==> config.mk <==
export PLATFORM = sky130hd
export DESIGN_NAME = clint_timer
export DESIGN_NICKNAME = d
export VERILOG_FILES = /design/src/rtl/clint_pkg.sv /design/src/rtl/clint_prescaler.sv /design/src/rtl/clint_timer.sv
export SDC_FILE = /design/constraint.sdc
export NUM_CORES = 1
export LEC_CHECK = 0
export CORE_MARGIN = 3
export CORE_UTILIZATION = 65
export CTS_CLUSTER_SIZE = 16
export DETAILED_ROUTE_END_ITERATION = 16
export DONT_BUFFER_PORTS = 1
export PLACE_DENSITY = 0.9
export SLEW_MARGIN = 20
export SYNTH_ARGS = -nofsm -noshare
export SYNTH_HDL_FRONTEND = slang
export SYNTH_SLANG_ARGS = --single-unit
==> constraint.sdc <==
create_clock -name clk -period 3.2 [get_ports clk]
set_input_delay 0.64 -clock clk [delete_from_list [all_inputs] [get_ports clk]]
set_output_delay 0.64 -clock clk [all_outputs]
set_load 0.01 [all_outputs]
==> src/rtl/clint_pkg.sv <==
// clint_pkg: shared register offsets, widths and byte-merge helper for the CLINT
package clint_pkg;

    localparam int MTIME_W = 64;

    localparam logic [15:0] OFF_MSIP        = 16'h0000;
    localparam logic [15:0] OFF_MTIMECMP_LO = 16'h4000;
    localparam logic [15:0] OFF_MTIMECMP_HI = 16'h4004;
    localparam logic [15:0] OFF_MTIME_LO    = 16'hBFF8;
    localparam logic [15:0] OFF_MTIME_HI    = 16'hBFFC;

    function automatic logic [31:0] byte_merge(
        input logic [31:0] old_word,
        input logic [31:0] new_word,
        input logic [3:0]  be
    );
        logic [31:0] merged;
        merged = old_word;
        for (int i = 0; i < 4; i++)
            if (be[i]) merged[8*i +: 8] = new_word[8*i +: 8];
        return merged;
    endfunction

endpackage

==> src/rtl/clint_prescaler.sv <==
// clint_prescaler: divides clk into one mtime tick every PRESCALE cycles
module clint_prescaler #(
    parameter int PRESCALE = 1
)(
    input  logic clk,
    input  logic reset,
    output logic tick
);

    logic [15:0] count;

    assign tick = (count == 16'(PRESCALE - 1));

    // count 0..PRESCALE-1, wrapping on the tick cycle
    always_ff @(posedge clk) begin
        if (!reset) count <= '0;
        else        count <= tick ? '0 : count + 16'd1;
    end

endmodule

==> src/rtl/clint_timer.sv <==
// clint_timer: core-local interruptor (msip, mtime, mtimecmp); CLINT_MTIME_HI_LATCH_EN adds a torn-free mtime hi shadow
module clint_timer
    import clint_pkg::*;
#(
    parameter logic [31:0]        BASE_ADDR    = 32'h0200_0000,
    parameter int                 PRESCALE     = 1,
    parameter logic [MTIME_W-1:0] MTIMECMP_RST = 64'hFFFF_FFFF_FFFF_FFFF
)(
    input  logic        clk,
    input  logic        reset,
    input  logic        Sel,
    input  logic [3:0]  MemWrite_EN,
    input  logic [31:0] MemAddr,
    input  logic [31:0] WriteData,
    output logic [31:0] ReadData,
    output logic        Timer_Int,
    output logic        Sw_Int
);

    logic [15:0]        off;
    logic               wr, rd, tick;
    logic               wr_msip, wr_cmp_lo, wr_cmp_hi, wr_mt_lo, wr_mt_hi;
    logic [MTIME_W-1:0] mtime, mtime_nxt, mtimecmp;
    logic               msip;
    logic [31:0]        mtime_hi_rd, rd_data;
    logic               unused;

    assign off       = {MemAddr[15:2], 2'b00};
    assign wr        = Sel & (|MemWrite_EN);
    assign rd        = Sel & ~(|MemWrite_EN);
    assign wr_msip   = wr & (off == OFF_MSIP);
    assign wr_cmp_lo = wr & (off == OFF_MTIMECMP_LO);
    assign wr_cmp_hi = wr & (off == OFF_MTIMECMP_HI);
    assign wr_mt_lo  = wr & (off == OFF_MTIME_LO);
    assign wr_mt_hi  = wr & (off == OFF_MTIME_HI);

    // the fabric has already decoded the region, so the base and the upper address bits are don't-cares here
    assign unused = ^{BASE_ADDR, MemAddr[31:16], MemAddr[1:0]};

    clint_prescaler #(.PRESCALE(PRESCALE)) u_prescaler (
        .clk   (clk),
        .reset (reset),
        .tick  (tick)
    );

    // next mtime: a write to either half replaces that word and freezes the count for the cycle
    always_comb begin
        mtime_nxt = tick ? mtime + 64'd1 : mtime;
        if (wr_mt_lo) mtime_nxt = {mtime[63:32], byte_merge(mtime[31:0], WriteData, MemWrite_EN)};
        if (wr_mt_hi) mtime_nxt = {byte_merge(mtime[63:32], WriteData, MemWrite_EN), mtime[31:0]};
    end

    assign rd_data = (off == OFF_MSIP)        ? {31'b0, msip}   :
                     (off == OFF_MTIMECMP_LO) ? mtimecmp[31:0]  :
                     (off == OFF_MTIMECMP_HI) ? mtimecmp[63:32] :
                     (off == OFF_MTIME_LO)    ? mtime[31:0]     :
                     (off == OFF_MTIME_HI)    ? mtime_hi_rd     : 32'b0;

    // register file, registered read port and interrupt flops
    always_ff @(posedge clk) begin
        if (!reset) begin
            mtime     <= '0;
            mtimecmp  <= MTIMECMP_RST;
            msip      <= 1'b0;
            ReadData  <= '0;
            Timer_Int <= 1'b0;
            Sw_Int    <= 1'b0;
        end else begin
            mtime <= mtime_nxt;
            if (wr_cmp_lo) mtimecmp[31:0]  <= byte_merge(mtimecmp[31:0], WriteData, MemWrite_EN);
            if (wr_cmp_hi) mtimecmp[63:32] <= byte_merge(mtimecmp[63:32], WriteData, MemWrite_EN);
            if (wr_msip && MemWrite_EN[0]) msip <= WriteData[0];
            if (rd) ReadData <= rd_data;
            Timer_Int <= (mtime >= mtimecmp);
            Sw_Int    <= msip;
        end
    end

`ifdef CLINT_MTIME_HI_LATCH_EN
    logic [31:0] mtime_hi_shadow;

    // a lo read snapshots hi so the following hi read matches it; a hi write keeps the snapshot coherent
    always_ff @(posedge clk) begin
        if (!reset)                         mtime_hi_shadow <= '0;
        else if (wr_mt_hi)                  mtime_hi_shadow <= mtime_nxt[63:32];
        else if (rd && off == OFF_MTIME_LO) mtime_hi_shadow <= mtime[63:32];
    end

    assign mtime_hi_rd = mtime_hi_shadow;
`else
    assign mtime_hi_rd = mtime[63:32];
`endif

endmodule

==> results of run 1 <==
==> path summary, 6_finish.rpt <==
path                               from                    end  slack (ns)  cells past startpoint
setup reg to reg   u_prescaler.count[0]               mtime[2]        0.28                      9
setup / recovery   u_prescaler.count[0]               mtime[2]        0.28                      9
hold / removal                    reset           mtimecmp[20]        0.31                      1
hold reg to reg   u_prescaler.count[15]  u_prescaler.count[15]        0.50                      2
==> per-stage QoR <==
step | hold WS [ns] | instance area [um2] | power (uW) | cells
after global placement | 0.479 | 11200 | 2360 | 1543
after CTS | 0.296 | 11700 | 4300 | 1575
after floorplan | 0.444 | 10900 | 2380 | 1365
final | 0.307 | 11700 | 4310 | 1575
after detailed placement | 0.476 | 11200 | 2370 | 1543
after global routing | 0.288 | 11700 | 4410 | 1575
==> worst register-to-register path, cell delays in order (launching register included) <==
cell and delay (ns):
dfxtp_1 0.44, inv_1 0.07, ha_1 0.20, nor4b_1 0.14, nand4_1 0.36, a21oi_1 0.12
buf_4 0.20, a21oi_1 0.89, o21ai_0 0.24, a21oi_1 0.18
==> sequential cells by signal, indices dropped and copies added (netlist names) <==
| register | count |
|---|---|
| ReadData | 32 |
| Sw_Int | 1 |
| Timer_Int | 1 |
| msip | 1 |
| mtime | 64 |
| mtimecmp | 64 |
| u_prescaler.count | 16 |
==> cell usage after synthesis (27+ instances only) <==
master / instances
nor3_1: 31
mux2i_1: 32
ha_1: 67
nand3_1: 34
a221oi_1: 30
nand4_1: 27
o211ai_1: 73
nand2_1: 191
dfxtp_1: 179
nor2_1: 92
clkbuf_1: 52
inv_1: 78
a21oi_1: 88
o21ai_0: 79
==> routing by layer <==
metal  vias up  global-route usage  wire, um
li1       5041                   -         -
met1      5153               0.481     13100
met2       829               0.585     15500
met3       164               0.104      4610
met4         0               0.194      1760
met5         -                   0         0
==> cell type report <==
type,count,area [um2]
Multi-Input combinational cell,1025,6690
Clock buffer,21,460
Clock inverter,11,82.6
Tap cell,216,270
Fill cell,1186,4380
Sequential cell,179,3580
Inverter,80,300
Timing Repair Buffer,43,348
==> power by group through the flow <==
stage                     clock, uW  sequential, uW  combinational (uW)
after floorplan                   0            2290                91.0
after global placement            0            2290                77.7
after detailed placement          0            2290                78.9
after CTS                      1980            2240                79.9
after global routing           2090            2240                86.9
final                          1990            2240                82.0
==> kinds of logic after synthesis <==
group,share of synthesized area
buffers and inverters,0.0602
adder cells (fa/ha/maj),0.0769
flip-flops,0.329
AND/OR/NAND/NOR,0.233
AO/OA/AOI/OAI,0.260
XOR/XNOR,0.00804
multiplexers,0.0335
==> key figures, run 1 <==
Die
  • Chip Height: 135 um
  • Starting Density: 0.676
  • IO Count: 105
  • # rows: 46
  • Full die area: 18400 um2
  • Chip width: 135 um
  • Core Footprint: 16100 um2

Pwr
  • Int Pwr: 3300 uW
  • Maximum VDD drop: 0.382 mV
  • Pwr/cell area: 367 nW/um2
  • Logic gate share of total power: 0.019
  • Switch share: 0.234
  • Switching power: 1010 uW
  • Clock Power Share: 0.462
  • Sequential share of power: 0.519
  • Pleak: 0.00474 uW

Logic synthesis
  • Post-Syn Area: 10900 um2
  • EDFF count, synth: 0
  • Mapped Avg Cell Area: 7.98 um2
  • Sequential area share after synthesis: 0.329
  • Asr flop ratio synth: 0
  • Largest cells by area after synthesis: dfxtp_1, ha_1, nand2_1
  • Syn nets: 1503
  • Synth Flop Type: dfxtp_1
  • Largest area contributor in the netlist: dfxtp_1
  • Distinct cells, synth: 87
  • Synth Warn #: 0
  • Syn Inst Count: 1365
  • Yosys top cell area share: 0.329
  • FF+latch count, synth: 179

Timing
  • Minimum clock period: 2.92 ns
  • Slew @ Worst Pin: 1.18 ns
  • Peak Freq: 0.343 GHz
  • Final period utilization: 0.912
  • Relative slew slack: 0.216
  • RSZ-0062 raised after global routing: false
  • Fin. max-slew vios: 0
  • Fin. Hold Viols: 0
  • TNS Setup: 0 ns
  • Fin Clk Skew: 0.0105 ns
  • Final worst slack: 0.282 ns
  • Final setup fails: 0

Finish
  • Most common cell after layout, fill and taps aside: nand2_1
  • Final net count: 1484
  • Fraction of layout instances using a drive strength above 1: 0.0942
  • Final Util: 0.728
  • Area Overhead vs Synth: 7.68%
  • Antenna diode count: 0
  • Most frequent cells in the layout: nand2_1, dfxtp_1, nor2_1

Detailed routing
  • Average wire per standard cell: 22.2 um
  • Residual DRC count: 0
  • Final ANT Viol Nets: 0
  • Router iterations before antenna repair: 8
  • Via Count: 11200
  • Final WL: 35000 um
  • Iteration-0 DRC Markers: 2053
  • Routed vias/inst: 7.10

Global routing
  • GRT overflow: 0
  • Initial antenna violation count: 0
  • Number of global-route vias before repair: 10500
  • Global-route wire length before repair: 55400 um
  • Largest net degree at the start of global routing: 115
  • Gr usage total: 0.377

Clock tree
  • Hold_buf cts: 0
  • Clk root buf: clkbuf_16
  • Postcts setup bufs: 0
  • Worst-Skew Late Latency: 0.44 ns
  • PostCTS Resize Cnt: 0
  • Max H-tree Level: 4
  • CTS tree: done
  • CTS Buf Count: 17
  • Reg clk slew, reported paths: 0.07 ns
  • TritonCTS Sinks: 179
  • Maximum buffer depth of the clock tree: 2

Place
  • HPWL Detailed: 23600 um
  • Final Wtd Congestion: 0.985
  • PortBufs: 0
  • Worst slack, placed: 0.211 ns

Critical path
  • CP Launch Type: register
  • CP arrival: 3.29 ns
  • CP Capture Type: register
  • Cell Chain, Critical Path: inv_1 > ha_1 > nor4b_1 > nand4_1 > a21oi_1 > buf_4 > a21oi_1 > o21ai_0 > a21oi_1
  • CP max stage cell: a21oi_1
  • CP required: 3.57 ns
  • CP dominant cell by count: a21oi_1
  • CP max FO: 14
  • Largest stage delay, worst path: 0.89 ns
  • CP bufs+invs: 2
  • CP delay by family, top: compound AO/OA/AOI/OAI gates
  • WS Path Type: register to register

Flow run
  • Number of max-cap violations: 0

Hold path
  • Tightest Hold Check Type: input pin to register

Status
  • Outcome: finished, final reports clean
Power figures use the tool's default switching activity.
==> run 2: changes to the inputs <==
- ABC_CLOCK_PERIOD_IN_PS: default -> 3200
- CTS_CLUSTER_SIZE: 16 -> 20
==> results of run 2 <==
The final DEF is identical to that of run 1; final timing and power are the same.
